`src/rtl/spi_cmd_sched.sv`:
```
`default_nettype none
// ============================================================================
//  Module   : spi_cmd_sched
//  Purpose  : Command scheduler in front of an SPI master. Queues host
//             commands, issues them one at a time over a valid/ready
//             handshake, tracks each transfer to completion, collects read
//             data in a response FIFO and flags timeout / unexpected data.
//  Revision : 1.0  initial release
// ============================================================================
module spi_cmd_sched #(
    parameter int CMD_WIDTH  = 12,
    parameter int READ_WIDTH = 8,
    parameter int RW_BIT     = 11,
    parameter int CMD_DEPTH  = 8,
    parameter int RSP_DEPTH  = 4,
    parameter int TIMEOUT    = 1024
) (
    input  logic                         clk,
    input  logic                         rst,
    input  logic [CMD_WIDTH-1:0]         host_cmd,
    input  logic                         host_cmd_vld,
    output logic                         host_cmd_rdy,
    output logic [CMD_WIDTH-1:0]         spi_cmd,
    output logic                         spi_cmd_vld,
    input  logic                         spi_cmd_rdy,
    input  logic                         spi_read_vld,
    input  logic [READ_WIDTH-1:0]        spi_read_data,
    output logic [READ_WIDTH-1:0]        rsp_data,
    output logic                         rsp_vld,
    input  logic                         rsp_rdy,
    output logic [$clog2(CMD_DEPTH):0]   cmd_level,
    output logic                         busy,
    output logic                         err_timeout,
    output logic                         err_unexp,
    input  logic                         err_clr
);

    localparam int c_CA = $clog2(CMD_DEPTH);
    localparam int c_RA = $clog2(RSP_DEPTH);
    localparam int c_TW = $clog2(TIMEOUT);

    localparam logic [c_CA:0]   c_CMD_INC = 1;
    localparam logic [c_RA:0]   c_RSP_INC = 1;
    localparam logic [c_TW-1:0] c_TMO_INC = 1;
    localparam logic [c_TW-1:0] c_TMO_MAX = c_TW'(TIMEOUT - 1);

    typedef enum logic [1:0] {
        S_IDLE      = 2'd0,
        S_ISSUE     = 2'd1,
        S_WAIT_BUSY = 2'd2,
        S_WAIT_DONE = 2'd3
    } state_t;

    state_t                  r_state;
    logic [c_TW-1:0]         r_tmo;
    logic                    r_is_read;
    logic                    r_got_rd;
    logic                    r_err_timeout;
    logic                    r_err_unexp;

    // Command FIFO storage and pointers (extra MSB distinguishes full/empty)
    logic [CMD_WIDTH-1:0]    r_cmd_mem [CMD_DEPTH];
    logic [c_CA:0]           r_cmd_wp;
    logic [c_CA:0]           r_cmd_rp;

    // Response FIFO storage and pointers
    logic [READ_WIDTH-1:0]   r_rsp_mem [RSP_DEPTH];
    logic [c_RA:0]           r_rsp_wp;
    logic [c_RA:0]           r_rsp_rp;

    logic                    w_cmd_empty;
    logic                    w_cmd_full;
    logic                    w_cmd_push;
    logic                    w_cmd_pop;
    logic [CMD_WIDTH-1:0]    w_cmd_head;
    logic [c_RA:0]           w_rsp_level;
    logic                    w_rsp_empty;
    logic                    w_rsp_full;
    logic                    w_rsp_push;
    logic                    w_rsp_pop;
    logic                    w_in_xfer;
    logic                    w_rd_pending;
    logic                    w_capture;
    logic                    w_unexp;
    logic                    w_done;
    logic                    w_tmo_hit;
    logic                    w_can_issue;

    assign w_cmd_empty  = (r_cmd_wp == r_cmd_rp);
    assign w_cmd_full   = (r_cmd_wp[c_CA] != r_cmd_rp[c_CA]) &&
                          (r_cmd_wp[c_CA-1:0] == r_cmd_rp[c_CA-1:0]);
    assign w_cmd_head   = r_cmd_mem[r_cmd_rp[c_CA-1:0]];
    assign w_cmd_push   = host_cmd_vld & ~w_cmd_full;
    assign w_cmd_pop    = (r_state == S_ISSUE) & spi_cmd_rdy;

    assign w_rsp_level  = r_rsp_wp - r_rsp_rp;
    assign w_rsp_empty  = (r_rsp_wp == r_rsp_rp);
    assign w_rsp_full   = (r_rsp_wp[c_RA] != r_rsp_rp[c_RA]) &&
                          (r_rsp_wp[c_RA-1:0] == r_rsp_rp[c_RA-1:0]);
    assign w_rsp_pop    = rsp_rdy & ~w_rsp_empty;
    assign w_rsp_push   = w_capture & (~w_rsp_full | w_rsp_pop);

    // Only one read can be in flight, and it only issues when a response slot
    // is free, so the response FIFO cannot overflow.
    assign w_can_issue  = ~w_cmd_empty &
                          (w_cmd_head[RW_BIT] | (w_rsp_level < (c_RA + 1)'(RSP_DEPTH)));

    assign w_in_xfer    = (r_state == S_WAIT_BUSY) || (r_state == S_WAIT_DONE);
    assign w_rd_pending = w_in_xfer & r_is_read & ~r_got_rd;
    assign w_capture    = spi_read_vld & w_rd_pending;
    assign w_unexp      = spi_read_vld & ~w_rd_pending;
    assign w_done       = spi_cmd_rdy & (~r_is_read | r_got_rd | w_capture);
    assign w_tmo_hit    = (r_tmo == c_TMO_MAX);

    // Command FIFO data write (storage needs no reset)
    always_ff @(posedge clk) begin
        if (w_cmd_push) begin
            r_cmd_mem[r_cmd_wp[c_CA-1:0]] <= host_cmd;
        end
    end

    // Command FIFO pointers
    always_ff @(posedge clk or posedge rst) begin
        if (rst) begin
            r_cmd_wp <= '0;
            r_cmd_rp <= '0;
        end else begin
            if (w_cmd_push) r_cmd_wp <= r_cmd_wp + c_CMD_INC;
            if (w_cmd_pop)  r_cmd_rp <= r_cmd_rp + c_CMD_INC;
        end
    end

    // Response FIFO data write
    always_ff @(posedge clk) begin
        if (w_rsp_push) begin
            r_rsp_mem[r_rsp_wp[c_RA-1:0]] <= spi_read_data;
        end
    end

    // Response FIFO pointers
    always_ff @(posedge clk or posedge rst) begin
        if (rst) begin
            r_rsp_wp <= '0;
            r_rsp_rp <= '0;
        end else begin
            if (w_rsp_push) r_rsp_wp <= r_rsp_wp + c_RSP_INC;
            if (w_rsp_pop)  r_rsp_rp <= r_rsp_rp + c_RSP_INC;
        end
    end

    // Issue/track state machine with transfer timeout counter
    always_ff @(posedge clk or posedge rst) begin
        if (rst) begin
            r_state   <= S_IDLE;
            r_tmo     <= '0;
            r_is_read <= 1'b0;
            r_got_rd  <= 1'b0;
        end else begin
            if (w_capture) r_got_rd <= 1'b1;
            case (r_state)
                S_IDLE: begin
                    if (w_can_issue) r_state <= S_ISSUE;
                end
                S_ISSUE: begin
                    if (spi_cmd_rdy) begin
                        r_is_read <= ~w_cmd_head[RW_BIT];
                        r_got_rd  <= 1'b0;
                        r_tmo     <= '0;
                        r_state   <= S_WAIT_BUSY;
                    end
                end
                S_WAIT_BUSY: begin
                    if (w_tmo_hit) begin
                        r_state <= S_IDLE;
                    end else begin
                        r_tmo <= r_tmo + c_TMO_INC;
                        if (!spi_cmd_rdy) r_state <= S_WAIT_DONE;
                    end
                end
                S_WAIT_DONE: begin
                    if (w_done) begin
                        r_state <= S_IDLE;
                    end else if (w_tmo_hit) begin
                        r_state <= S_IDLE;
                    end else begin
                        r_tmo <= r_tmo + c_TMO_INC;
                    end
                end
                default: r_state <= S_IDLE;
            endcase
        end
    end

    // Sticky error flags; a new error in the same cycle as a clear wins
    always_ff @(posedge clk or posedge rst) begin
        if (rst) begin
            r_err_timeout <= 1'b0;
            r_err_unexp   <= 1'b0;
        end else begin
            r_err_timeout <= (w_in_xfer & w_tmo_hit & ~((r_state == S_WAIT_DONE) & w_done))
                             | (r_err_timeout & ~err_clr);
            r_err_unexp   <= w_unexp | (r_err_unexp & ~err_clr);
        end
    end

    assign host_cmd_rdy = ~w_cmd_full;
    assign cmd_level    = r_cmd_wp - r_cmd_rp;
    assign spi_cmd_vld  = (r_state == S_ISSUE);
    assign spi_cmd      = (r_state == S_ISSUE) ? w_cmd_head : '0;
    assign busy         = (r_state != S_IDLE);
    assign rsp_vld      = ~w_rsp_empty;
    assign rsp_data     = w_rsp_empty ? '0 : r_rsp_mem[r_rsp_rp[c_RA-1:0]];
    assign err_timeout  = r_err_timeout;
    assign err_unexp    = r_err_unexp;

endmodule
`default_nettype wire

```
`config.mk`:
```
export PLATFORM = sky130hd
export DESIGN_NAME = spi_cmd_sched
export DESIGN_NICKNAME = d
export VERILOG_FILES = /design/src/rtl/spi_cmd_sched.sv
export SDC_FILE = /design/constraint.sdc
export NUM_CORES = 1
export LEC_CHECK = 0
export CAP_MARGIN = 20
export CORE_MARGIN = 2
export CORE_UTILIZATION = 45
export DETAILED_ROUTE_END_ITERATION = 7
export PLACE_DENSITY_LB_ADDON = 0.1
export SLEW_MARGIN = 20
export SYNTH_ARGS = -nofsm -noshare
export SYNTH_HDL_FRONTEND = slang
export SYNTH_SLANG_ARGS = --single-unit
export TNS_END_PERCENT = 1
```
`constraint.sdc`:
```
create_clock -name clk -period 7.4 [get_ports clk]
set_input_delay 0.74 -clock clk [delete_from_list [all_inputs] [get_ports clk]]
set_output_delay 0.74 -clock clk [all_outputs]
set_load 0.05 [all_outputs]
```
==> flow_metrics.py <==
metrics = {
    "worst_setup_path": {
        "cpMaxStageDelayCell": "clkdlybuf4s50_1",
        "cp-start-kind": "register",
        "crit_fanout": 18,
        "cp-end-kind": "primary output",
        "cp_cell_sequence": "inv_1 > ha_1 > a21oi_1 > xor2_1 > clkdlybuf4s50_1",
        "arrival_ns": 3.26,
        "rr_worst_depth": 5,
        "rr_endpoint": "r_cmd_mem[0][10]",
        "critPathRequiredTime_ns": 6.66,
        "worstSetupPathType": "register to primary output",
        "r2r_start": "r_cmd_rp[2]",
        "path_delay_family": "buffers and inverters",
        "cp.depth": 5,
        "reg2reg_slack_ns": 3.75,
        "cp_num_buf_inv": 2,
        "slowest_delay_ns": 0.81,
    },
    "sta": {
        "fin_crit_ns": 3.996,
        "fin_ws_ns": 3.404,
        "rsz0062_at_grt": "false",
        "worstMarginPinSlew_ns": 1.045,
        "final-max-slew-violation-count": 0,
        "setup_tns_ns": 0,
        "hold_viol": 0,
        "setup_viol": 0,
        "relSlewSlack_pct": 29.96,
        "min_period_over_period_pct": 54.00,
        "max_freq_mhz": 250.2,
        "hold_ws_ns": 0.4874,
        "fin_skew_ns": 0.01226,
    },
    "drt": {
        "drt_first_pass_iters": 4,
        "first_iter_violations": 239,
        "wirelength_um": 12610,
        "drc_errors": 0,
        "antenna_left": 0,
        "vias": 3626,
        "drt-wirelength-per-cell_um": 18.66,
        "via_per_inst": 5.364,
    },
    "yosys": {
        "synth_warnings": 0,
        "synth-edff-count": 128,
        "async_flop_share_pct": 18.99,
        "ys.flop_type": "edfxtp_1",
        "synth_cell_types": 47,
        "syn-cell-area_um2": 6684,
        "synth-seq-cells": 158,
        "yosysSeqAreaShare_pct": 68.74,
        "syn-mean-instance-area_um2": 16.07,
        "synth_nets": 457,
        "synth_cells": 416,
    },
    "final_layout": {
        "finalNetCount": 521,
        "drive_gt1_share_pct": 16.26,
        "area_growth_pct": 19.71,
        "num_antenna_cells": 0,
        "fin_util_pct": 55.05,
        "fin_area_um2": 8001,
    },
    "clock_network": {
        "cts_setup_buffers": 0,
        "cts-root-buf": "clkbuf_16",
        "numCtsBuffers": 17,
        "clkSlewWorstSetupHoldPaths_ns": 0.06,
        "insertion_delay_ns": 0.42,
        "cts_max_path_buffers": 2,
        "ctsHoldBuffers": 0,
        "cts_tree": "yes",
        "cts.sinks": 158,
        "ctsHtreeMaxLevel": 4,
        "cts_resized": 0,
    },
    "die": {
        "start_util_pct": 45.99,
        "row_count": 44,
        "coreArea_um2": 14530,
        "die_x_um": 125.9,
        "die_h_um": 125.9,
        "dieArea_um2": 15840,
        "ioPinCount": 57,
    },
    "status": {
        "status": "finished, final reports clean",
    },
    "global_route": {
        "grtUsageTotal_pct": 16.98,
        "grt_max_degree": 31,
        "antenna_found_initial": 0,
        "grt_pass1_wl_um": 20320,
        "overflow": 0,
        "grt_pass1_vias": 3805,
    },
    "hold_path": {
        "hold_path.class": "register to register",
        "hold_path_end": "r_cmd_wp[3]",
        "min_from": "r_cmd_wp[3]",
        "min_path_cells": 1,
    },
    "placed_design": {
        "place_area_um2": 7450,
        "place_hpwl_um": 7863,
        "gp_congestion": 0.7740,
        "port-buffer-count": 56,
        "preCtsSetupSlack_ns": 3.594,
    },
    "job": {
        "drv_cap": 0,
    },
    "power": {
        "powerDensity_nw_per_um2": 435.1,
        "p_leak_uw": 0.002847,
        "vdd_ir_drop_max_uv": 312.2,
    },
}
## kinds of logic after synthesis
family	share of synthesized area (%)
mux	11.74
fa+ha+maj	2.733
compound gates	3.838
flops	68.74
buf+inv	2.433
simple gates	8.686
xor+xnor	1.834
## cell usage after synthesis, types with 2 or more instances
| cell | instances | area [um^2] |
|---|---|---|
| buf_1 | 3 | 11.26 |
| a21oi_1 | 19 | 95.09 |
| nor3_1 | 5 | 25.02 |
| a21o_1 | 2 | 15.01 |
| or4_1 | 6 | 45.04 |
| mux4_2 | 30 | 675.7 |
| nand2b_1 | 3 | 18.77 |
| nor2_1 | 9 | 33.78 |
| o31ai_1 | 6 | 45.04 |
| nand2_1 | 42 | 157.7 |
| dfrtp_1 | 30 | 750.7 |
| buf_4 | 3 | 22.52 |
| mux2i_1 | 6 | 60.06 |
| and2_1 | 13 | 81.33 |
| nor2b_1 | 2 | 12.51 |
| clkbuf_1 | 8 | 30.03 |
| nand4_1 | 5 | 31.28 |
| ha_1 | 13 | 162.7 |
| and3b_1 | 2 | 17.52 |
| and3_1 | 2 | 12.51 |
| mux2_2 | 3 | 33.78 |
| edfxtp_1 | 128 | 3844 |
| o21ai_0 | 6 | 30.03 |
| xnor2_1 | 10 | 87.58 |
| xor2_1 | 4 | 35.03 |
| buf_2 | 4 | 20.02 |
| inv_1 | 18 | 67.56 |
| or2_2 | 4 | 25.02 |
| nand3_1 | 12 | 60.06 |
## cell type report
cell class | count | area [um^2]
fill | 1197 | 6533
tap | 184 | 230.2
inverter | 18 | 67.56
clock buffer | 17 | 425.4
timing repair buffer | 64 | 620.6
sequential | 158 | 4594
clock inverter | 14 | 120.1
multi-input combinational | 221 | 1943
## worst reg2reg max path: stages, from the launching register on
cell	delay, ns
dfrtp_1	0.80
inv_1	0.45
ha_1	0.46
a41oi_1	0.49
nand2_1	0.24
nor3_2	0.83
## per-stage QoR
stage | power, uW | instances
floorplan | 2296 | 416
global placement | 2698 | 645
detailed placement | 2717 | 645
CTS | 3528 | 676
global route | 3675 | 676
finish | 3481 | 676
## where the power goes
part | internal, uW | switching, uW | total, uW
Clock | 461 | 344 | 805
Combinational | 566 | 865 | 1430
Sequential | 1120 | 125 | 1250
## state kept, by name, indices dropped and copies added, names as in the netlist
signal / count
r_cmd_mem: 96
r_rsp_mem: 32
r_tmo: 10
r_cmd_rp: 4
r_cmd_wp: 4
r_rsp_rp: 3
r_rsp_wp: 3
r_state: 2
err_timeout: 1
err_unexp: 1
r_got_rd: 1
r_is_read: 1
## layer usage
layer,track usage [%],vias to the layer above,part of all wire [%]
li1,-,1718,-
met1,21.56,1834,44
met2,28.78,64,51
met3,3.993,10,3.3
met4,6.141,0,1.0
met5,0,-,0
## placed cells by master, fill, tap and decap left out, types with 9 or more instances in the layout
cell and instances:
nor2_1 9, inv_1 18, mux4_2 30, clkdlybuf4s50_1 56, dfrtp_1 30, and2_1 13, nand3_1 12, ha_1 13
a21oi_1 19, edfxtp_1 128, nand2_1 42, xnor2_1 10, clkbuf_16 17
## how the worst max path moves through the flow
stage | from | endpoint | slack, ns
6_report | r_cmd_rp[2] | cmd_level[3] | 3.40
2_1_floorplan | r_cmd_rp[2] | r_cmd_mem[0][0] | 4.28
5_1_grt | r_cmd_rp[2] | cmd_level[3] | 3.19
3_3_place_gp | r_cmd_rp[2] | r_cmd_mem[1][9] | 3.78
4_1_cts | r_cmd_rp[2] | cmd_level[3] | 3.35
3_5_place_dp | r_cmd_rp[2] | r_cmd_mem[1][9] | 3.59
(Power assumes the default switching activity.)
==> edit 1 (same flow settings) <==
Re-encode `state_t` (4 states) as one-hot, 4 bits wide.
--- a/src/rtl/spi_cmd_sched.sv
+++ b/src/rtl/spi_cmd_sched.sv
@@ -45,9 +45,9 @@
     localparam logic [c_TW-1:0] c_TMO_MAX = c_TW'(TIMEOUT - 1);
 
-    typedef enum logic [1:0] {
-        S_IDLE      = 2'd0,
-        S_ISSUE     = 2'd1,
-        S_WAIT_BUSY = 2'd2,
-        S_WAIT_DONE = 2'd3
+    typedef enum logic [3:0] {
+        S_IDLE      = 4'b0001,
+        S_ISSUE     = 4'b0010,
+        S_WAIT_BUSY = 4'b0100,
+        S_WAIT_DONE = 4'b1000
     } state_t;
 
Formal check against the unedited RTL: same outputs for any inputs over 4 cycles, from zero or initial values and one cycle with rst high; so few cycles prove little.
==> edit 1 against the original RTL <==
  * Clock skew fell by 0.0020 ns
  * Routed wire length rose by 2.8%
  * Worst setup slack gained 0.064 ns
  * Via count is 0.94% higher
  * Largest cell class unchanged
  * Final area rose by 2.4%
  * Global-route usage increased by 0.46 points
  * Sequential cell count rose by 2
  * Combinational power is 12% lower
  * Area after synthesis rose by 1.3%
  * Critical endpoint unchanged
  * Power shrank 2.6%
  * Register-to-register slack better by 0.11 ns
==> edit 1: results (changes against the original RTL) <==
Relative slew slack -> 47.13% (+17 points)
Post-synth EDFFs -> 128 (unchanged)
P_leak -> 2.944 nW (+3.4%)
Reg2Reg Launch Point -> r_cmd_rp[2]$_DFFE_PP0P_
Hpwl dp -> 8.327 mm (+5.9%)
Htree depth -> 4 (unchanged)
TritonRoute pass-1 iters -> 4 (unchanged)
Port buffer count -> 56 (unchanged)
Register-to-Register Path Depth -> 8 (+3)
Vias in the first global route -> 3886 (+2.1%)
Total wire length -> 12.96 mm (+2.8%)
R2r setup slk -> 3.86 ns (+0.11 ns)
Syn Nets -> 460 (+0.66%)
Hold EP -> r_cmd_wp[3]$_DFFE_PP0P_
Ys flop type -> edfxtp_1
N_diodes -> 0 (unchanged)
Nets -> 527 (+1.2%)
Clk buf depth -> 2 (unchanged)
Share of async-settable or async-resettable flops after synthesis -> 20.00% (+1.0 points)
Fin Clk Skew -> 0.01029 ns (-0.001969 ns)
Distinct cells, synth -> 44 (-6.4%)
Ratio of cells with drive above 1 in the final layout -> 16.83% (+0.57 points)
Seq/Total Area, Yosys -> 68.62% (-0.12 points)
Wirelength per Cell -> 18.98 µm (+1.7%)
Number of flip-flops under the largest register name -> 96 (unchanged)
Largest net degree at the start of global routing -> 33 (+6.5%)
Wire length on met3 -> 367 µm (-12%)
CTS Buf Count -> 17 (unchanged)
Hold Path Stages -> 1 (unchanged)
Yosys warning count -> 0 (unchanged)
Root buf cell -> clkbuf_16
Tot GR Track Use -> 17.44% (+0.46 points)
Crit-path max cell delay -> 0.82 ns
Placed cell count -> 651 (+0.93%)
CTS clock-pin slew for the worst setup and hold paths -> 0.06 ns (about the same)
Area contributors post-synth -> edfxtp_1 (57%), dfrtp_1 (11%), mux4_2 (11%)
Hold wc startpoint -> r_cmd_wp[3]$_DFFE_PP0P_
Placed Instance Area -> 7572 µm² (+1.6%)
Post_cts resized -> 0 (unchanged)
Placer Congestion -> 0.7158 (-7.5%)
Worst-case vdd ir drop -> 0.0002259 V (-28%)
Met1 Wirelength -> 5.698 mm (+1.9%)
Max Used Layer -> met4
First-pass GRT wire length -> 21.03 mm (+3.5%)
Status -> complete, no violations
Routed vias -> 3660 (+0.94%)
Critical-path top delay cell -> clkdlybuf4s50_1
CP arrival -> 3.19 ns (-0.07 ns)
Post-synth top cells -> edfxtp_1 (128), nand2_1 (49), mux4_2 (32)
Clock Latency Late Sink -> 0.42 ns (about the same)
Setup Buffers After CTS -> 0 (unchanged)
Gate Count Post-Synth -> 419 (+0.72%)
Largest delay share family, worst path -> buffers and inverters
Crit path max fanout -> 16 (-2)
WL met2 -> 6.694 mm (+3.4%)
Drt initial violations -> 242 (+1.3%)
Terminus of the critical flop-to-flop path -> r_cmd_mem[2][6]$_DFFE_PP_
Initial antenna violation count -> 0 (unchanged)
## edit 1: cell count changes in the layout (fill, tap and decap cells not counted), moves of 6 or more
cell / unedited run / this run
nand2_1: 42 / 49
o31ai_1: 6 / 0
or4_1: 6 / 0
nor2_1: 9 / 15
## edit 1: layer usage
metal	GRT usage (%)	vias up
li1	-	1715
met4	6.076	0
met1	22.18	1870
met2	29.66	59
met5	0	-
met3	3.922	16
## edit 1: layout make-up
| type | instances | area [µm²] |
|---|---|---|
| inverters | 18 | 67.56 |
| fillers | 1121 | 6399 |
| flip-flops and latches | 160 | 4646 |
| clock buffers | 18 | 429.2 |
| clock inverters | 14 | 188.9 |
| well taps | 184 | 230.2 |
| repair buffers | 66 | 635.6 |
| multi-input cells | 223 | 1993 |
## edit 1: per-stage QoR
stage / setup slack, ns / utilization, % / hold slack, ns
after floorplan: 3.882 / - / 0.4617
after global placement: 3.881 / 51.90 / 0.4774
after detailed placement: 3.824 / 51.90 / 0.4819
after CTS: 3.412 / 56.14 / 0.4940
after global routing: 3.276 / 56.14 / 0.5004
final: 3.467 / 56.14 / 0.4942
## edit 1: worst max-delay path by stage
stage | start | to | slack (ns) | cells past startpoint
floorplan | r_cmd_rp[2]$_DFFE_PP0P_ | r_cmd_mem[0][0]$_DFFE_PP_ | 3.88 | 10
global placement | r_cmd_rp[2]$_DFFE_PP0P_ | cmd_level[3] | 3.88 | 5
detailed placement | r_cmd_rp[2]$_DFFE_PP0P_ | r_cmd_mem[2][8]$_DFFE_PP_ | 3.82 | 8
CTS | r_cmd_rp[2]$_DFFE_PP0P_ | cmd_level[3] | 3.41 | 5
global route | r_cmd_rp[2]$_DFFE_PP0P_ | cmd_level[3] | 3.28 | 5
finish | r_cmd_rp[2]$_DFFE_PP0P_ | cmd_level[3] | 3.47 | 5
## edit 1: power breakdown
group	switching [W]	internal (W)	total [W]
registers	0.000112	0.00111	0.00122
logic	0.000752	0.000507	0.00126
clock network	0.000345	0.000564	0.000909
## edit 1: kinds of logic after synthesis
kind of cell	Yosys count	synth area share, %
flops	160	68.62
xor+xnor	17	2.199
simple gates	115	8.686
buf+inv	36	2.088
compound gates	39	4.158
mux	38	11.55
fa+ha+maj	14	2.698
==> edit 2 (same settings) <==
Without the edit above. The parameter `CMD_DEPTH` goes from 8 to 16.
--- a/src/rtl/spi_cmd_sched.sv
+++ b/src/rtl/spi_cmd_sched.sv
@@ -12,5 +12,5 @@
     parameter int READ_WIDTH = 8,
     parameter int RW_BIT     = 11,
-    parameter int CMD_DEPTH  = 8,
+    parameter int CMD_DEPTH  = 16,
     parameter int RSP_DEPTH  = 4,
     parameter int TIMEOUT    = 1024
Ports: changed (resized cmd_level); port bits go from 57 to 58. The function was not compared with the original's and may differ.
==> edit 2 against the original RTL <==
  * Worst setup slack lost 0.41 ns
  * Critical path type unchanged
  * Maximum frequency shrank 9.3%
  * Global-route usage grew 1.6 points
  * Final area grew 54%
  * First-iteration DRC count grew 42%
  * Sequential power grew 58%
  * Area after synthesis grew 57%
  * Sequential cell count grew 98
  * Critical path depth is the same
  * Power grew 51%
  * Routed wire length grew 74%
==> edit 2: results (changes against the original RTL) <==
Vias in the first global route -> 5470 (+44%)
CP arrival -> 3.66 ns (+0.40 ns)
Status -> complete, no violations
Met3 Use GR -> 3.019% (-0.97 points)
Clock-cell share -> 7.421% (+0.60 points)
Placer Congestion -> 0.7952 (+2.7%)
Inverters -> 23 (+5)
Worst-case vdd ir drop -> 0.0003139 V (+0.54%)
Port buffer count -> 57 (+1.8%)
Critical-path top delay cell -> dfrtp_2
Synthesized area per cell -> 19.08 µm² (+19%)
Wire length on met3 -> 936 µm (+120%)
CP startpoint -> r_cmd_rp[1]$_DFFE_PP0P_
Met1 Wirelength -> 9.327 mm (+67%)
Htree depth -> 1 (-3)
Multi-input gate count -> 246 (+11%)
Vias per cell -> 5.495 (+2.4%)
Clk buf depth -> 3 (+1)
Crit path max fanout -> 32 (+14)
Number of synthesized register bits -> 256 (+62%)
Clock power share -> 26.5% (+3.4 points)
Buffering overhead -> 5.203% (-2.6 points)
Crit-path max cell delay -> 0.74 ns (-0.07 ns)
Placed Instance Area -> 11410 µm² (+53%)
Area contributors post-synth -> edfxtp_1 (64%), mux4_2 (14%), dfrtp_1 (7.6%)
Placed cell count -> 901 (+40%)
Clock Latency Late Sink -> 0.55 ns (+0.13 ns)
Internal power component -> 0.003425 W (+60%)
Hpwl dp -> 13.90 mm (+77%)
edit 2: cell types whose count changed in the layout (fill, tap and decap cells not counted), sizes merged, moves of 5 or more:
cell and change:
nand3 -6, xnor2 +5, and2 +11, clkbuf +13, nand2 -22, nor2 +6
edfxtp +96, mux4 +36, a21oi -9
edit 2: critical path: cells and delay by family (launching register included):
| kind | cells | cell delay, ns |
|---|---|---|
| DFF | 1 | 0.74 |
| and+or+nand+nor | 1 | 0.18 |
| muxes | 2 | 0.93 |
| buffers and inverters | 2 | 1.24 |
edit 2: path summary, 6_finish.rpt:
check | endpoint | slack (ns) | depth (start not counted)
max | spi_cmd[5] | 3.00 | 5
min | r_rsp_wp[2]$_DFFE_PP0P_ | 0.49 | 1
max reg2reg | r_cmd_mem[5][3]$_DFFE_PP_ | 3.46 | 7
min reg2reg | r_rsp_wp[2]$_DFFE_PP0P_ | 0.49 | 1
max in group asynchronous | r_cmd_rp[0]$_DFFE_PP0P_ | 6.47 | 3
min in group asynchronous | r_rsp_wp[0]$_DFFE_PP0P_ | 0.60 | 3
edit 2: power by group through the flow:
stage          logic (W)  clock network [W]  registers, W
2_1_floorplan    0.00147                  0       0.00185
3_3_place_gp     0.00184                  0       0.00205
3_5_place_dp     0.00187                  0       0.00205
4_1_cts          0.00187            0.00142       0.00203
5_1_grt          0.00204            0.00148       0.00201
6_report         0.00190            0.00140       0.00198
edit 2: logic make-up (layout without fill, tap and decap cells):
family	after synthesis	count (layout)	synth area share, %
AOI/OAI and AO/OA	35	35	2.182
xor gates and xnor gates	18	18	1.502
adders and majority gates	18	18	2.217
buffers and inverters	48	136	2.158
DFF	256	256	71.72
muxes	74	74	14.97
and+or+nand+nor	101	101	5.246
